[src/rtl/mem_pkg.sv]
// Shared widths and command/response record types for the memory request front-end.
package mem_pkg;

  localparam int ADDR_W    = 4;
  localparam int DATA_W    = 32;
  localparam int MEM_DEPTH = 16;

  typedef struct packed {
    logic              write;
    logic [ADDR_W-1:0] addr;
    logic [DATA_W-1:0] wdata;
  } cmd_t;

  typedef struct packed {
    logic [ADDR_W-1:0] addr;
    logic [DATA_W-1:0] rdata;
  } rsp_t;

endpackage

[src/rtl/mem_req_ctrl_if.sv]
// Request, response and memory-pin bundle of mem_req_ctrl; slave is the controller's view.
interface mem_req_ctrl_if;
  import mem_pkg::*;

  logic              req_valid;
  logic              req_ready;
  logic              req_write;
  logic [ADDR_W-1:0] req_addr;
  logic [DATA_W-1:0] req_wdata;
  logic              rsp_valid;
  logic              rsp_ready;
  logic [DATA_W-1:0] rsp_rdata;
  logic [ADDR_W-1:0] rsp_addr;
  logic              mem_enable;
  logic              mem_read_write;
  logic [ADDR_W-1:0] mem_address;
  logic [DATA_W-1:0] mem_data_in;
  logic [DATA_W-1:0] mem_data_out;
  logic              mem_valid_out;
  logic              busy;

  modport slave (
    input  req_valid, req_write, req_addr, req_wdata, rsp_ready, mem_data_out, mem_valid_out,
    output req_ready, rsp_valid, rsp_rdata, rsp_addr,
    output mem_enable, mem_read_write, mem_address, mem_data_in, busy
  );

  modport master (
    output req_valid, req_write, req_addr, req_wdata, rsp_ready, mem_data_out, mem_valid_out,
    input  req_ready, rsp_valid, rsp_rdata, rsp_addr,
    input  mem_enable, mem_read_write, mem_address, mem_data_in, busy
  );

endinterface

[src/rtl/sync_fifo.sv]
// Single-clock FIFO without bypass; a push while full is only taken when a pop frees a slot.
module sync_fifo #(
  parameter int WIDTH = 8,
  parameter int DEPTH = 4
) (
  input  logic                     clk,
  input  logic                     rst,
  input  logic                     i_push,
  input  logic                     i_pop,
  input  logic [WIDTH-1:0]         i_wdata,
  output logic [WIDTH-1:0]         o_rdata,
  output logic                     o_full,
  output logic                     o_empty,
  output logic [$clog2(DEPTH):0]   o_count
);

  localparam int AW = $clog2(DEPTH);
  localparam int CW = AW + 1;

  logic [WIDTH-1:0] r_mem [DEPTH];
  logic [AW-1:0]    r_wr_ptr;
  logic [AW-1:0]    r_rd_ptr;
  logic [CW-1:0]    r_count;
  logic             w_do_push;
  logic             w_do_pop;

  assign o_full    = (r_count == CW'(DEPTH));
  assign o_empty   = (r_count == CW'(0));
  assign o_count   = r_count;
  assign o_rdata   = r_mem[r_rd_ptr];
  assign w_do_pop  = i_pop && !o_empty;
  assign w_do_push = i_push && (!o_full || w_do_pop);

  // Storage is cleared on reset so the head reads as zero when nothing was ever written.
  always_ff @(posedge clk or negedge rst) begin
    if (!rst) begin
      for (int i = 0; i < DEPTH; i++) begin
        r_mem[i] <= '0;
      end
    end else if (w_do_push) begin
      r_mem[r_wr_ptr] <= i_wdata;
    end
  end

  // Pointer and occupancy bookkeeping.
  always_ff @(posedge clk or negedge rst) begin
    if (!rst) begin
      r_wr_ptr <= AW'(0);
      r_rd_ptr <= AW'(0);
      r_count  <= CW'(0);
    end else begin
      if (w_do_push) begin
        r_wr_ptr <= r_wr_ptr + AW'(1);
      end
      if (w_do_pop) begin
        r_rd_ptr <= r_rd_ptr + AW'(1);
      end
      case ({w_do_push, w_do_pop})
        2'b10:   r_count <= r_count + CW'(1);
        2'b01:   r_count <= r_count - CW'(1);
        default: r_count <= r_count;
      endcase
    end
  end

endmodule

[src/rtl/mem_req_ctrl.sv]
// In-order request front-end for the 16x32 memory: command queue, credit-gated issue,
// one-cycle address tag delay and a read-response queue.
module mem_req_ctrl
  import mem_pkg::*;
#(
  parameter int CMD_DEPTH = 4,
  parameter int RSP_DEPTH = 4
) (
  input  logic          clk,
  input  logic          rst,
  mem_req_ctrl_if.slave bus
);

  localparam int CCW  = $clog2(CMD_DEPTH) + 1;
  localparam int RCW  = $clog2(RSP_DEPTH) + 1;
  localparam int SUMW = RCW + 1;

  cmd_t              w_cmd_in;
  cmd_t              w_cmd_head;
  logic              w_cmd_push;
  logic              w_cmd_pop;
  logic              w_cmd_full;
  logic              w_cmd_empty;
  logic [CCW-1:0]    w_cmd_count;
  rsp_t              w_rsp_in;
  rsp_t              w_rsp_head;
  logic              w_rsp_pop;
  logic              w_rsp_full;
  logic              w_rsp_empty;
  logic [RCW-1:0]    w_rsp_count;
  logic [SUMW-1:0]   w_credit_used;
  logic              w_head_issuable;
  logic              w_rd_issue;

  logic              r_ready_en;
  logic              r_mem_enable;
  logic              r_mem_rw;
  logic [ADDR_W-1:0] r_mem_addr;
  logic [ADDR_W-1:0] r_mem_addr_d1;
  logic [DATA_W-1:0] r_mem_wdata;
  logic [1:0]        r_rd_inflight;

  assign bus.req_ready  = r_ready_en && !w_cmd_full;
  assign w_cmd_push     = bus.req_valid && bus.req_ready;
  assign w_cmd_in.write = bus.req_write;
  assign w_cmd_in.addr  = bus.req_addr;
  assign w_cmd_in.wdata = bus.req_wdata;

  sync_fifo #(.WIDTH($bits(cmd_t)), .DEPTH(CMD_DEPTH)) u_cmd_fifo (
    .clk     (clk),
    .rst     (rst),
    .i_push  (w_cmd_push),
    .i_pop   (w_cmd_pop),
    .i_wdata (w_cmd_in),
    .o_rdata (w_cmd_head),
    .o_full  (w_cmd_full),
    .o_empty (w_cmd_empty),
    .o_count (w_cmd_count)
  );

  // A read may issue only while queued responses plus reads in the memory pipe leave a free slot.
  always_comb begin
    w_credit_used = SUMW'(w_rsp_count) + SUMW'(r_rd_inflight);
    if (w_cmd_empty) begin
      w_head_issuable = 1'b0;
    end else if (w_cmd_head.write) begin
      w_head_issuable = 1'b1;
    end else begin
      w_head_issuable = !w_rsp_full && (w_credit_used < SUMW'(RSP_DEPTH));
    end
    w_cmd_pop  = w_head_issuable;
    w_rd_issue = w_head_issuable && !w_cmd_head.write;
  end

  // Hold req_ready low until the first edge after reset release.
  always_ff @(posedge clk or negedge rst) begin
    if (!rst) begin
      r_ready_en <= 1'b0;
    end else begin
      r_ready_en <= 1'b1;
    end
  end

  // Memory pins: pulse enable for one cycle per popped command, hold the rest otherwise.
  always_ff @(posedge clk or negedge rst) begin
    if (!rst) begin
      r_mem_enable <= 1'b0;
      r_mem_rw     <= 1'b0;
      r_mem_addr   <= ADDR_W'(0);
      r_mem_wdata  <= DATA_W'(0);
    end else if (w_cmd_pop) begin
      r_mem_enable <= 1'b1;
      r_mem_rw     <= w_cmd_head.write;
      r_mem_addr   <= w_cmd_head.addr;
      r_mem_wdata  <= w_cmd_head.wdata;
    end else begin
      r_mem_enable <= 1'b0;
    end
  end

  // Address tag trails the memory's one-cycle latency; in-flight reads tracked for credit.
  always_ff @(posedge clk or negedge rst) begin
    if (!rst) begin
      r_mem_addr_d1 <= ADDR_W'(0);
      r_rd_inflight <= 2'd0;
    end else begin
      r_mem_addr_d1 <= r_mem_addr;
      case ({w_rd_issue, bus.mem_valid_out})
        2'b10:   r_rd_inflight <= r_rd_inflight + 2'd1;
        2'b01:   r_rd_inflight <= r_rd_inflight - 2'd1;
        default: r_rd_inflight <= r_rd_inflight;
      endcase
    end
  end

  assign w_rsp_in.addr  = r_mem_addr_d1;
  assign w_rsp_in.rdata = bus.mem_data_out;
  assign w_rsp_pop      = !w_rsp_empty && bus.rsp_ready;

  sync_fifo #(.WIDTH($bits(rsp_t)), .DEPTH(RSP_DEPTH)) u_rsp_fifo (
    .clk     (clk),
    .rst     (rst),
    .i_push  (bus.mem_valid_out),
    .i_pop   (w_rsp_pop),
    .i_wdata (w_rsp_in),
    .o_rdata (w_rsp_head),
    .o_full  (w_rsp_full),
    .o_empty (w_rsp_empty),
    .o_count (w_rsp_count)
  );

  assign bus.rsp_valid      = !w_rsp_empty;
  assign bus.rsp_rdata      = w_rsp_head.rdata;
  assign bus.rsp_addr       = w_rsp_head.addr;
  assign bus.mem_enable     = r_mem_enable;
  assign bus.mem_read_write = r_mem_rw;
  assign bus.mem_address    = r_mem_addr;
  assign bus.mem_data_in    = r_mem_wdata;
  assign bus.busy           = (w_cmd_count != CCW'(0)) || (r_rd_inflight != 2'd0) || r_mem_enable;

endmodule

[src/flat_wrapper.sv]
// flat-port wrapper written by rule: the top's interface ports become plain ports
module mem_req_ctrl_flat import mem_pkg::*;
#(
  parameter int CMD_DEPTH = 4,
  parameter int RSP_DEPTH = 4
)
  (clk, rst, bus_req_valid, bus_req_write, bus_req_addr, bus_req_wdata, bus_rsp_ready, bus_mem_data_out, bus_mem_valid_out, bus_req_ready, bus_rsp_valid, bus_rsp_rdata, bus_rsp_addr, bus_mem_enable, bus_mem_read_write, bus_mem_address, bus_mem_data_in, bus_busy);
  mem_req_ctrl_if bus_i ();
  input  logic clk;
  input  logic rst;
  input wire logic [$bits(bus_i.req_valid)-1:0] bus_req_valid;
  input wire logic [$bits(bus_i.req_write)-1:0] bus_req_write;
  input wire logic [$bits(bus_i.req_addr)-1:0] bus_req_addr;
  input wire logic [$bits(bus_i.req_wdata)-1:0] bus_req_wdata;
  input wire logic [$bits(bus_i.rsp_ready)-1:0] bus_rsp_ready;
  input wire logic [$bits(bus_i.mem_data_out)-1:0] bus_mem_data_out;
  input wire logic [$bits(bus_i.mem_valid_out)-1:0] bus_mem_valid_out;
  output wire logic [$bits(bus_i.req_ready)-1:0] bus_req_ready;
  output wire logic [$bits(bus_i.rsp_valid)-1:0] bus_rsp_valid;
  output wire logic [$bits(bus_i.rsp_rdata)-1:0] bus_rsp_rdata;
  output wire logic [$bits(bus_i.rsp_addr)-1:0] bus_rsp_addr;
  output wire logic [$bits(bus_i.mem_enable)-1:0] bus_mem_enable;
  output wire logic [$bits(bus_i.mem_read_write)-1:0] bus_mem_read_write;
  output wire logic [$bits(bus_i.mem_address)-1:0] bus_mem_address;
  output wire logic [$bits(bus_i.mem_data_in)-1:0] bus_mem_data_in;
  output wire logic [$bits(bus_i.busy)-1:0] bus_busy;
  assign bus_i.req_valid = bus_req_valid;
  assign bus_i.req_write = bus_req_write;
  assign bus_i.req_addr = bus_req_addr;
  assign bus_i.req_wdata = bus_req_wdata;
  assign bus_i.rsp_ready = bus_rsp_ready;
  assign bus_i.mem_data_out = bus_mem_data_out;
  assign bus_i.mem_valid_out = bus_mem_valid_out;
  assign bus_req_ready = bus_i.req_ready;
  assign bus_rsp_valid = bus_i.rsp_valid;
  assign bus_rsp_rdata = bus_i.rsp_rdata;
  assign bus_rsp_addr = bus_i.rsp_addr;
  assign bus_mem_enable = bus_i.mem_enable;
  assign bus_mem_read_write = bus_i.mem_read_write;
  assign bus_mem_address = bus_i.mem_address;
  assign bus_mem_data_in = bus_i.mem_data_in;
  assign bus_busy = bus_i.busy;
  mem_req_ctrl #(.CMD_DEPTH(CMD_DEPTH), .RSP_DEPTH(RSP_DEPTH)) u_core (.clk(clk), .rst(rst), .bus(bus_i));
endmodule
[config.mk]
export PLATFORM = sky130hd
export DESIGN_NAME = mem_req_ctrl_flat
export DESIGN_NICKNAME = d
export VERILOG_FILES = /design/src/rtl/mem_pkg.sv /design/src/rtl/mem_req_ctrl_if.sv /design/src/rtl/sync_fifo.sv /design/src/rtl/mem_req_ctrl.sv /design/src/flat_wrapper.sv
export SDC_FILE = /design/constraint.sdc
export NUM_CORES = 1
export LEC_CHECK = 0
export ABC_AREA = 1
export ABC_CLOCK_PERIOD_IN_PS = 2300
export CORE_UTILIZATION = 52
export DETAILED_ROUTE_END_ITERATION = 6
export GPL_TIMING_DRIVEN = 0
export PLACE_DENSITY_LB_ADDON = 0.3
export SLEW_MARGIN = 30
export SYNTH_ARGS = -nofsm -noshare
export SYNTH_HDL_FRONTEND = slang
export SYNTH_SLANG_ARGS = --single-unit
[constraint.sdc]
create_clock -name clk -period 2.3 [get_ports clk]
set_input_delay 0.345 -clock clk [delete_from_list [all_inputs] [get_ports clk]]
set_output_delay 0.345 -clock clk [all_outputs]
set_load 0.01 [all_outputs]
==> flow_metrics.py <==
metrics = {
    "outcome": {
        "outcome": "finished clean",
    },
    "timing": {
        "whs_ns": 0.337,
        "setup_ws_ns": 0.0203,
        "post-route-period-util_pct": 99.1,
        "fin_tns_setup_ns": 0,
        "rsz0062_at_grt": "yes",
        "period_minus_slack_ns": 2.28,
        "slew_viol_final": 0,
        "maxSlewHeadroom_pct": 61.0,
        "setup_viol_count_final": 0,
        "max_freq_mhz": 439,
        "worst_pin_slew_ns": 0.585,
        "hold_viol_final": 0,
        "fin_skew_ns": 0.0239,
    },
    "route": {
        "route.detailed.drc": 0,
        "first_iter_violations": 1206,
        "routed_wl_um": 45500,
        "vias_per_cell": 5.53,
        "wire_per_inst_um": 17.6,
        "first_pass_iters": 5,
        "dr_total_vias": 14300,
        "ant_nets": 0,
    },
    "setup_path": {
        "critPathArrivalTime_ns": 1.93,
        "path_class": "reg -> out",
        "cp.required_ns": 1.96,
        "crit_fanout": 10,
        "critPathCaptureType": "output pin",
        "start_kind": "flop",
    },
    "clocking": {
        "numCtsBuffers": 38,
        "cts_htree_levels": 2,
        "clock_sinks": 351,
        "root_buffer": "clkbuf_16",
        "clock_latency_ns": 0.54,
        "clk_pin_slew_ns": 0.06,
        "cts_tree": "built",
        "cts_buffer_depth": 3,
    },
    "cells_and_area": {
        "layout-area-overhead-vs-synth_pct": 22.6,
        "final_util_pct": 64.9,
        "fin_nets": 2257,
        "design_area_mm2": 0.0199,
        "layout-drive-gt1-share_pct": 12.3,
        "antenna-diode-count": 0,
    },
    "die": {
        "die_x_um": 179,
        "num_rows": 64,
        "fp.dieH_um": 179,
        "die_area_mm2": 0.0319,
        "core_mm2": 0.0307,
        "start_util_pct": 52.9,
        "ioPinCount": 151,
    },
    "logic_synthesis": {
        "synth_area_mm2": 0.0162,
        "synthTopCellsByArea": "dfrtp_1 (54%), nand2_1 (17%), o21ai_0 (9.4%), nor2_1 (2.6%), o21ai_1 (2.3%)",
        "avgSynthCellArea_um2": 8.26,
        "async_reset_ff_share_pct": 100,
        "ys.warnings.count": 0,
        "ys_types": 35,
        "synth_nets": 2052,
        "synth_top_area_cell": "dfrtp_1",
        "synth_top_area_share_pct": 54.1,
        "synth_edf_count": 0,
        "synth_seq_area_share_pct": 54.1,
        "ys_seq_elements": 351,
        "synth_top_flop_cell": "dfrtp_1",
        "postSynthCellCount": 1964,
    },
    "power_and_ir_drop": {
        "ir_worst_vdd_mv": 0.740,
        "p_clk_share_pct": 20.2,
        "power_frac_comb_pct": 45.3,
        "p_switching_mw": 12.8,
        "powerDensity_mw_per_mm2": 1560,
        "p_sw_share_pct": 41.2,
        "p_leak_nw": 9.96,
        "p_seq_share_pct": 34.5,
        "internal_power_mw": 18.3,
    },
    "global_route": {
        "grt_pass1_vias": 14200,
        "grt.total_usage_pct": 29.2,
        "grt_pass1_wl_um": 72900,
        "grt_remaining_overflow": 0,
        "antenna_found_initial": 1,
        "grt_max_degree": 91,
    },
    "job": {
        "cap_violations": 0,
    },
    "place": {
        "gp_congestion": 0.872,
        "dpl.hpwl_um": 29800,
        "post-place-ws_ns": -0.363,
        "place_area_mm2": 0.0183,
        "io_buffers": 150,
    },
    "worst_hold_path": {
        "holdCritPathClass": "in -> async",
    },
}
## worst paths after layout
path,from,end,slack (ns),cells after the start
worst min-delay path,rst,u_core.u_rsp_fifo.r_mem[129]$_DFFE_PN0P_,0.34,2
worst max register to register,u_core.u_rsp_fifo.o_count[1]$_DFFE_PN0P_,u_core.u_cmd_fifo.o_count[2]$_DFFE_PN0P_,0.06,13
max in group asynchronous,rst,u_core.u_cmd_fifo.r_mem[137]$_DFFE_PN0P_,0.76,4
worst min register to register,u_core.bus.mem_address[1]$_DFFE_PN0P_,u_core.r_mem_addr_d1[1]$_DFF_PN0_,0.45,0
min in group clk,bus_req_wdata[25],u_core.u_cmd_fifo.r_mem[25]$_DFFE_PN0P_,0.43,3
worst max-delay path,u_core.u_rsp_fifo.r_rd_ptr[0]$_DFFE_PN0P_,bus_rsp_addr[0],0.02,5
## per-layer routing
metal / part of all wire [%] / wire length (um) / track usage [%]
met2: 50 / 22600 / 49.5
met4: 3.0 / 1350 / 12.2
met5: 0.026 / 12 / 0
met3: 7.0 / 3180 / 3.73
met1: 40 / 18400 / 37.9
## layout make-up
type	count	area, um2
clock buffer	58	1170
multi-input combinational	1388	6410
buffer	128	887
tap	396	495
fill	2538	10800
clock inverter	11	130
timing repair buffer	167	1650
inverter	95	364
sequential	351	8790
## critical path, stage by stage (launching register included)
cell and delay (ns):
dfrtp_1 0.39, buf_6 0.15, clkbuf_4 0.19, o21ai_0 0.26, o22ai_2 0.11, dlygate4sd2_1 0.29
## registers in the layout, summed over array words and instances (netlist names), 3 cells and up
signal	cells
u_core.bus.mem_address	4
u_core.u_cmd_fifo.r_mem	148
u_core.bus.mem_data_in	32
u_core.u_cmd_fifo.o_count	3
u_core.u_rsp_fifo.r_mem	144
u_core.r_mem_addr_d1	4
u_core.u_rsp_fifo.o_count	3
## layout by cell type (no fill, tap or decap), types with 6 or more instances in the layout
| cell type | instances |
|---|---|
| buf_2 | 56 |
| buf_4 | 27 |
| buf_6 | 7 |
| buf_8 | 9 |
| clkbuf_1 | 18 |
| clkbuf_16 | 39 |
| clkbuf_2 | 25 |
| clkbuf_8 | 14 |
| clkdlybuf4s50_1 | 112 |
| clkinv_2 | 6 |
| dfrtp_1 | 348 |
| dlygate4sd2_1 | 25 |
| ha_1 | 11 |
| inv_1 | 87 |
| nand2_1 | 744 |
| nand3_1 | 42 |
| nor2_1 | 110 |
| o21ai_0 | 268 |
| o21ai_1 | 104 |
| o21ai_2 | 33 |
| o22ai_1 | 28 |
| o22ai_2 | 8 |
## power by group through the flow
stage / clock network [mW] / logic (mW) / registers (mW)
finish: 6.27 / 14.1 / 10.7
global route: 6.52 / 15.7 / 11.0
CTS: 6.30 / 13.7 / 10.6
detailed placement: 0 / 13.5 / 10.7
global placement: 0 / 13.1 / 10.6
floorplan: 0 / 8.46 / 10.4
## cells by family (layout without fill, tap and decap cells)
group                      after synthesis  in the layout  share of synthesized area [%]
DFF                                    351            351                           54.1
and+or+nand+nor                        917            917                           22.4
adders and majority gates               14             14                           1.17
AOI/OAI and AO/OA                      446            446                           14.7
xor gates and xnor gates                10             10                          0.540
other                                    1              1                         0.0231
buffers and inverters                  225            459                           7.12
## cells in the mapped netlist (7+ instances only)
master,count
nor2_1,111
dfrtp_1,351
clkbuf_2,14
buf_1,7
buf_2,56
ha_1,12
nand2_1,746
buf_8,8
inv_1,89
clkbuf_1,27
o21ai_2,27
buf_4,10
o22ai_1,36
o21ai_0,304
nand3_1,43
o21ai_1,74
## what timing repair did
action,in CTS,in global routing
endpoints found under the hold margin,55,0
gates resized for setup,107,68
buffers inserted,8,4
endpoints found under the setup margin,41,36
pin swaps,7,3
hold buffers,1,0
## stage by stage
stage / cells / power (mW)
after floorplan: 1964 / 18.9
after CTS: 2590 / 30.7
after global routing: 2594 / 33.2
after detailed placement: 2514 / 24.2
after global placement: 2510 / 23.7
final: 2594 / 31.0
No activity file was read; power rests on OpenSTA's default activity.
